<file path="src/rtl/mem_resp_unit.sv">
// Memory response unit: issues one aligned D-cache access per LSQ entry,
// formats the load result and holds it on the CDB until granted.
module mem_resp_unit #(
    parameter int PD_W  = 6,
    parameter int ROB_W = 4
) (
    input  logic             clk,
    input  logic             rst_n,
    input  logic             flush,
    input  logic             req_valid,
    input  logic             req_is_load,
    input  logic             req_is_store,
    input  logic [2:0]       req_funct3,
    input  logic [31:0]      req_rs1_val,
    input  logic [31:0]      req_rs2_val,
    input  logic [31:0]      req_imm,
    input  logic [PD_W-1:0]  req_pd,
    input  logic [4:0]       req_rd,
    input  logic [ROB_W-1:0] req_rob,
    output logic             busy,
    output logic [31:0]      dmem_addr,
    output logic [3:0]       dmem_rmask,
    output logic [3:0]       dmem_wmask,
    output logic [31:0]      dmem_wdata,
    input  logic [31:0]      dmem_rdata,
    input  logic             dmem_resp,
    output logic             cdb_valid,
    input  logic             cdb_grant,
    output logic [PD_W-1:0]  cdb_pd,
    output logic [4:0]       cdb_rd,
    output logic [ROB_W-1:0] cdb_rob,
    output logic [31:0]      cdb_value,
    output logic             cdb_misalign
);

    typedef enum logic [1:0] {
        IDLE,
        MEM,
        DONE,
        DRAIN
    } state_t;

    state_t state;
    state_t state_next;

    logic [31:0] ea;
    logic [1:0]  off;
    logic [3:0]  req_mask;
    logic        req_misalign;
    logic [31:0] wdata_sh;
    logic        accept;
    logic        capture;

    logic [1:0]  off_q;
    logic [2:0]  funct3_q;
    logic        load_q;
    logic [31:0] rdata_sh;
    logic [31:0] load_fmt;

    assign ea       = req_rs1_val + req_imm;
    assign off      = ea[1:0];
    assign wdata_sh = req_rs2_val << {off, 3'b000};

    // funct3[1:0] encodes access size; bit 2 only selects zero-extension
    always_comb begin
        req_mask     = 4'b1111;
        req_misalign = 1'b0;
        unique case (req_funct3[1:0])
            2'b00: req_mask = 4'b0001 << off;
            2'b01: begin
                req_mask     = 4'b0011 << off;
                req_misalign = off[0];
            end
            default: req_misalign = (off != 2'b00);
        endcase
    end

    assign rdata_sh = dmem_rdata >> {off_q, 3'b000};

    always_comb begin
        load_fmt = rdata_sh;
        unique case (funct3_q)
            3'b000:  load_fmt = {{24{rdata_sh[7]}}, rdata_sh[7:0]};
            3'b001:  load_fmt = {{16{rdata_sh[15]}}, rdata_sh[15:0]};
            3'b100:  load_fmt = {24'b0, rdata_sh[7:0]};
            3'b101:  load_fmt = {16'b0, rdata_sh[15:0]};
            default: load_fmt = rdata_sh;
        endcase
    end

    always_ff @(posedge clk or negedge rst_n) begin
        if (!rst_n) begin
            state <= IDLE;
        end else begin
            state <= state_next;
        end
    end

    always_comb begin
        state_next = state;
        accept     = 1'b0;
        capture    = 1'b0;
        unique case (state)
            IDLE: begin
                if (req_valid && !flush) begin
                    accept     = 1'b1;
                    state_next = req_misalign ? DONE : MEM;
                end
            end
            MEM: begin
                if (flush) begin
                    state_next = dmem_resp ? IDLE : DRAIN;
                end else if (dmem_resp) begin
                    capture    = 1'b1;
                    state_next = DONE;
                end
            end
            DONE: begin
                if (flush || cdb_grant) state_next = IDLE;
            end
            DRAIN: begin
                if (flush || dmem_resp) state_next = IDLE;
            end
            default: state_next = IDLE;
        endcase
    end

    always_ff @(posedge clk or negedge rst_n) begin
        if (!rst_n) begin
            dmem_addr    <= '0;
            dmem_rmask   <= '0;
            dmem_wmask   <= '0;
            dmem_wdata   <= '0;
            off_q        <= '0;
            funct3_q     <= '0;
            load_q       <= 1'b0;
            cdb_pd       <= '0;
            cdb_rd       <= '0;
            cdb_rob      <= '0;
            cdb_value    <= '0;
            cdb_misalign <= 1'b0;
        end else if (accept) begin
            off_q        <= off;
            funct3_q     <= req_funct3;
            load_q       <= req_is_load;
            cdb_pd       <= req_pd;
            cdb_rd       <= req_rd;
            cdb_rob      <= req_rob;
            cdb_value    <= '0;
            cdb_misalign <= req_misalign;
            dmem_rmask   <= '0;
            dmem_wmask   <= '0;
            if (!req_misalign) begin
                dmem_addr  <= {ea[31:2], 2'b00};
                dmem_rmask <= req_is_load ? req_mask : 4'b0000;
                dmem_wmask <= (req_is_store && !req_is_load) ? req_mask : 4'b0000;
                dmem_wdata <= req_is_store ? wdata_sh : 32'b0;
            end
        end else if (capture) begin
            dmem_rmask <= '0;
            dmem_wmask <= '0;
            cdb_value  <= load_q ? load_fmt : 32'b0;
        end else if (state_next == IDLE) begin
            // returning idle leaves the cache port and CDB fields quiet
            dmem_rmask   <= '0;
            dmem_wmask   <= '0;
            cdb_pd       <= '0;
            cdb_rd       <= '0;
            cdb_rob      <= '0;
            cdb_value    <= '0;
            cdb_misalign <= 1'b0;
        end
    end

    assign busy      = (state != IDLE);
    assign cdb_valid = (state == DONE);

endmodule
</file>
<file path="config.mk">
export PLATFORM = sky130hd
export DESIGN_NAME = mem_resp_unit
export DESIGN_NICKNAME = d
export VERILOG_FILES = /design/src/rtl/mem_resp_unit.sv
export SDC_FILE = /design/constraint.sdc
export NUM_CORES = 1
export LEC_CHECK = 0
export ABC_AREA = 1
export ABC_CLOCK_PERIOD_IN_PS = 2100
export CAP_MARGIN = 20
export CORE_UTILIZATION = 39
export DETAILED_ROUTE_END_ITERATION = 7
export PLACE_DENSITY_LB_ADDON = 0.08
export SLEW_MARGIN = 40
export SYNTH_ARGS = -nofsm -noshare
export SYNTH_HDL_FRONTEND = slang
export SYNTH_SLANG_ARGS = --single-unit
</file>
<file path="constraint.sdc">
create_clock -name clk -period 2.1 [get_ports clk]
set_input_delay 0.42 -clock clk [delete_from_list [all_inputs] [get_ports clk]]
set_output_delay 0.42 -clock clk [all_outputs]
set_load 0.01 [all_outputs]
</file>
==> run summary <==
The overall die area came out at 22520 um^2. The final critical-path share of the clock period came out at 98.92%. The slew at the pin with the worst max-slew slack is 0.5021 ns. CTS saw 126 sinks. The fraction of power consumed by the clock network is roughly 25%. The share of total power in sequential cells is 30.5%.

The overall fraction of global-route tracks in use came out at 25.33%. After detailed routing, the number of vias per cell comes to 4.886. The slack of the worst reg-to-reg path came out at 0.29 ns. The leakage power is 6.733 nW.

The number of clock buffers added by TritonCTS is 17. The worst slack at placement is -0.6038 ns. The via count of the first global-routing pass is 8905. The largest net degree at the start of global routing came out at 75. Compared with the post-synthesis result, the final layout area differs by 52.30%.

The level count of the clock H-tree is 4. The largest fanout on the critical path is 8. The sequential share of the synthesized area came out at 36.89%. The library cell used most frequently in the layout, excluding fill and tap cells, is sky130_fd_sc_hd__nand2_1. The initial utilization of the core area, before any placement, comes to 40.16%. Setup repair after global routing could not meet its margin everywhere. The final global-route overflow total is 0. The count of input and output buffers is approximately 270.

The count of cell types in the netlist is 38. The critical path startpoint is req_imm[0]. In this run switching power makes up between 30% and 40% of total power. The clock-pin slew on the worst setup and hold paths came out at 0.06 ns. The net count of the finished layout is 1798. The tightest min-delay check is of the reg -> reg type. The row count is 53. The final cell utilization of the core is 61.16%.

The flow ran to the end, and the final reports show no timing, DRC or antenna violations. The core region area came out at 21290 um^2. The first global-routing pass estimated between 40 and 50 mm of wire. The initial DRC count is 367. The cell sitting at the root of the clock tree is a sky130_fd_sc_hd__clkbuf_16.

The critical path is of the in -> reg type. The post-layout worst setup margin came out at about 0.023 ns. The peak clock frequency supported by timing is 481.4 MHz. The number of enable-type register cells in the synthesized netlist is 0. For this run, the leading register cell type out of synthesis is sky130_fd_sc_hd__dfrtp_1. For this run, the number of Yosys warnings is 0. The power density over the cells came out at 843.3 nW/um^2. The via total after detailed routing is between 9000 and 10000. The number of antenna diodes came out at 0. Of the total power, combinational logic draws 44.7%. The critical path data required time is 2.38 ns. The post-synthesis instance area came out at roughly 8500 um^2. The number of max-cap violations came out at 0.

In the final layout, the multi-input gates occupy 4484 um^2. In this run the critical register-to-register path is launched from state[1]. The overall die height came out at 150.1 um. The placement-stage cell area is 12180 um^2. The peak supply drop is about 0.00057 V. The worst setup path is launched from an input port. The register area came out at 3153 um^2. The post-synthesis register bit count is around 130. Of the cells placed in the final design, the portion with a size suffix greater than 1 is a little over a tenth.

The overall routed net length came out at 28.24 mm. The last weighted congestion value of the routability-driven placer is just under 0.9. The number of antenna violations at the first check in global routing is 0. The first detailed-routing pass ran for 5 iterations. The worst setup path is captured at a register. Counting I/O delays and the setup requirement, the final critical path takes 2.077 ns. For the worst setup path, the data arrival time is 2.36 ns. For this run, design rule violations remaining after detail routing come to 0. Once placement completed, the tool counted placed cells totaling 1855.

The final antenna-violating net count is 0. The final total negative setup slack came out at 0 ns. In this run the most critical hold path is launched from dmem_addr[23]. Cell internal power was estimated by the tool at slightly below 7 mW. The fraction of registers with async set or reset after synthesis is between 90% and 100%.

The number of standard cells in the final layout excluding fillers came out at 1900. The number of fill cells came out at just under 2000. The final max-slew violation count is 0. The setup skew after layout is 0.01412 ns. In this run the mean area of a mapped cell was 6.731 um^2. The HPWL after detailed placement is 21.12 mm. The routed length per instance is 14.86 um.

The TritonCTS clock tree is yes. The top cell types in the final layout, fill and taps aside, are 456 x sky130_fd_sc_hd__nand2_1, 267 x sky130_fd_sc_hd__clkdlybuf4s50_1, 163 x sky130_fd_sc_hd__inv_1, 126 x sky130_fd_sc_hd__dfrtp_1, 117 x sky130_fd_sc_hd__nand3_1. Clock latency on the worst-skew pair, taken at its later pin, is 0.41 ns.

The maximum buffer depth of the clock tree came out at 2. Measured along the x axis, the die boundary spans 150.1 um. The number of ports placed on the die boundary is 276.

The final number of setup-violating endpoints came out at 0. The analysis attributes to net switching a power of 4.022 mW. The tightest slew margin relative to the limit came out at between 60 and 70%. The number of hold violations in the final report is 0. The post-route cell area came out at about 13000 um^2. After technology mapping, the gate count stands at 1270.
## through the flow
step | hold slack (ns) | power, mW
finish | 0.4765 | 10.98
global route | 0.5011 | 11.67
CTS | 0.4821 | 11.01
detailed placement | 0.4024 | 7.947
global placement | 0.4073 | 7.903
floorplan | 0.1244 | 5.664
## power by group through the flow
stage                     combinational, mW  clock (mW)  sequential [mW]
final                                  4.91        2.73             3.34
after global routing                   5.37        2.90             3.40
after CTS                              4.87        2.80             3.34
after detailed placement               4.58           0             3.37
after global placement                 4.54           0             3.36
after floorplan                        2.13           0             3.54
## metal layers
layer	routed length, um	vias to the layer above	GRT usage, %
li1	-	4747	-
met5	0	-	0
met2	13850	276	43.45
met4	591	0	8.232
met1	12450	4225	32.59
met3	1348	35	3.659
## state kept, by name, summed over array words and instances, names as in the netlist
name / cells
funct3_q: 3
dmem_addr: 30
cdb_rob: 4
state: 2
cdb_rd: 5
load_q: 1
cdb_misalign: 1
dmem_wmask: 4
dmem_wdata: 32
cdb_pd: 6
dmem_rmask: 4
cdb_value: 32
off_q: 2
## path summary, 6_finish.rpt
path | to | cells past startpoint
max in group asynchronous | dmem_addr[13] | 3
min in group asynchronous | cdb_rd[4] | 2
min | dmem_addr[23] | 2
max | cdb_rd[4] | 12
min reg2reg | dmem_addr[23] | 2
max reg2reg | cdb_rd[4] | 10
## cell families after synthesis
kind of cell / count (synthesis) / synth area share (%)
buf+inv: 231 / 11.69
xor+xnor: 14 / 1.434
compound gates: 163 / 10.01
other cells: 1 / 0.04387
mux: 7 / 0.8197
simple gates: 696 / 34.34
flops: 126 / 36.89
fa+ha+maj: 32 / 4.772
## cell type report
cell class | count | share of cell area [%]
clock inverters | 14 | 0.8361
multi-input cells | 914 | 34.45
inverters | 171 | 4.930
flip-flops and latches | 126 | 24.22
repair buffers | 382 | 29.55
clock buffers | 18 | 3.373
well taps | 275 | 2.643
## timing repair
| action | 4_1_cts | 5_1_grt |
|---|---|---|
| hold buffers | 1 | 0 |
| hold endpoints to repair | 49 | 0 |
| pin swaps | 9 | 4 |
| gates cloned | 4 | 1 |
| endpoints found under the setup margin | 117 | 69 |
| resized for setup | 19 | 19 |
| setup buffers | 6 | 1 |
## synthesized netlist by cell type (13+ instances only)
cell type | n | area (um^2)
sky130_fd_sc_hd__o21ai_0 | 84 | 420.4
sky130_fd_sc_hd__nand3_1 | 120 | 600.6
sky130_fd_sc_hd__o21ai_1 | 25 | 125.1
sky130_fd_sc_hd__ha_1 | 31 | 387.9
sky130_fd_sc_hd__inv_1 | 165 | 619.3
sky130_fd_sc_hd__buf_6 | 13 | 146.4
sky130_fd_sc_hd__nand4_1 | 43 | 269.0
sky130_fd_sc_hd__buf_2 | 18 | 90.09
sky130_fd_sc_hd__nand2_1 | 460 | 1727
sky130_fd_sc_hd__clkbuf_1 | 17 | 63.81
sky130_fd_sc_hd__xnor2_1 | 13 | 113.9
sky130_fd_sc_hd__dfrtp_1 | 126 | 3153
sky130_fd_sc_hd__a21oi_1 | 44 | 220.2
sky130_fd_sc_hd__nor2_1 | 55 | 206.5
## worst max-delay path, cell delays in order
cell and delay [ns]:
sky130_fd_sc_hd__clkdlybuf4s15_1 0.17, sky130_fd_sc_hd__ha_2 0.19, sky130_fd_sc_hd__inv_2 0.05, sky130_fd_sc_hd__fa_2 0.46
sky130_fd_sc_hd__a22oi_2 0.29, sky130_fd_sc_hd__nor2_4 0.07, sky130_fd_sc_hd__nor2_4 0.15, sky130_fd_sc_hd__nand2_8 0.08
sky130_fd_sc_hd__buf_6 0.16, sky130_fd_sc_hd__clkbuf_16 0.16, sky130_fd_sc_hd__nand3_1 0.06, sky130_fd_sc_hd__o21ai_0 0.09
No activity file was read; power rests on OpenSTA's default activity.
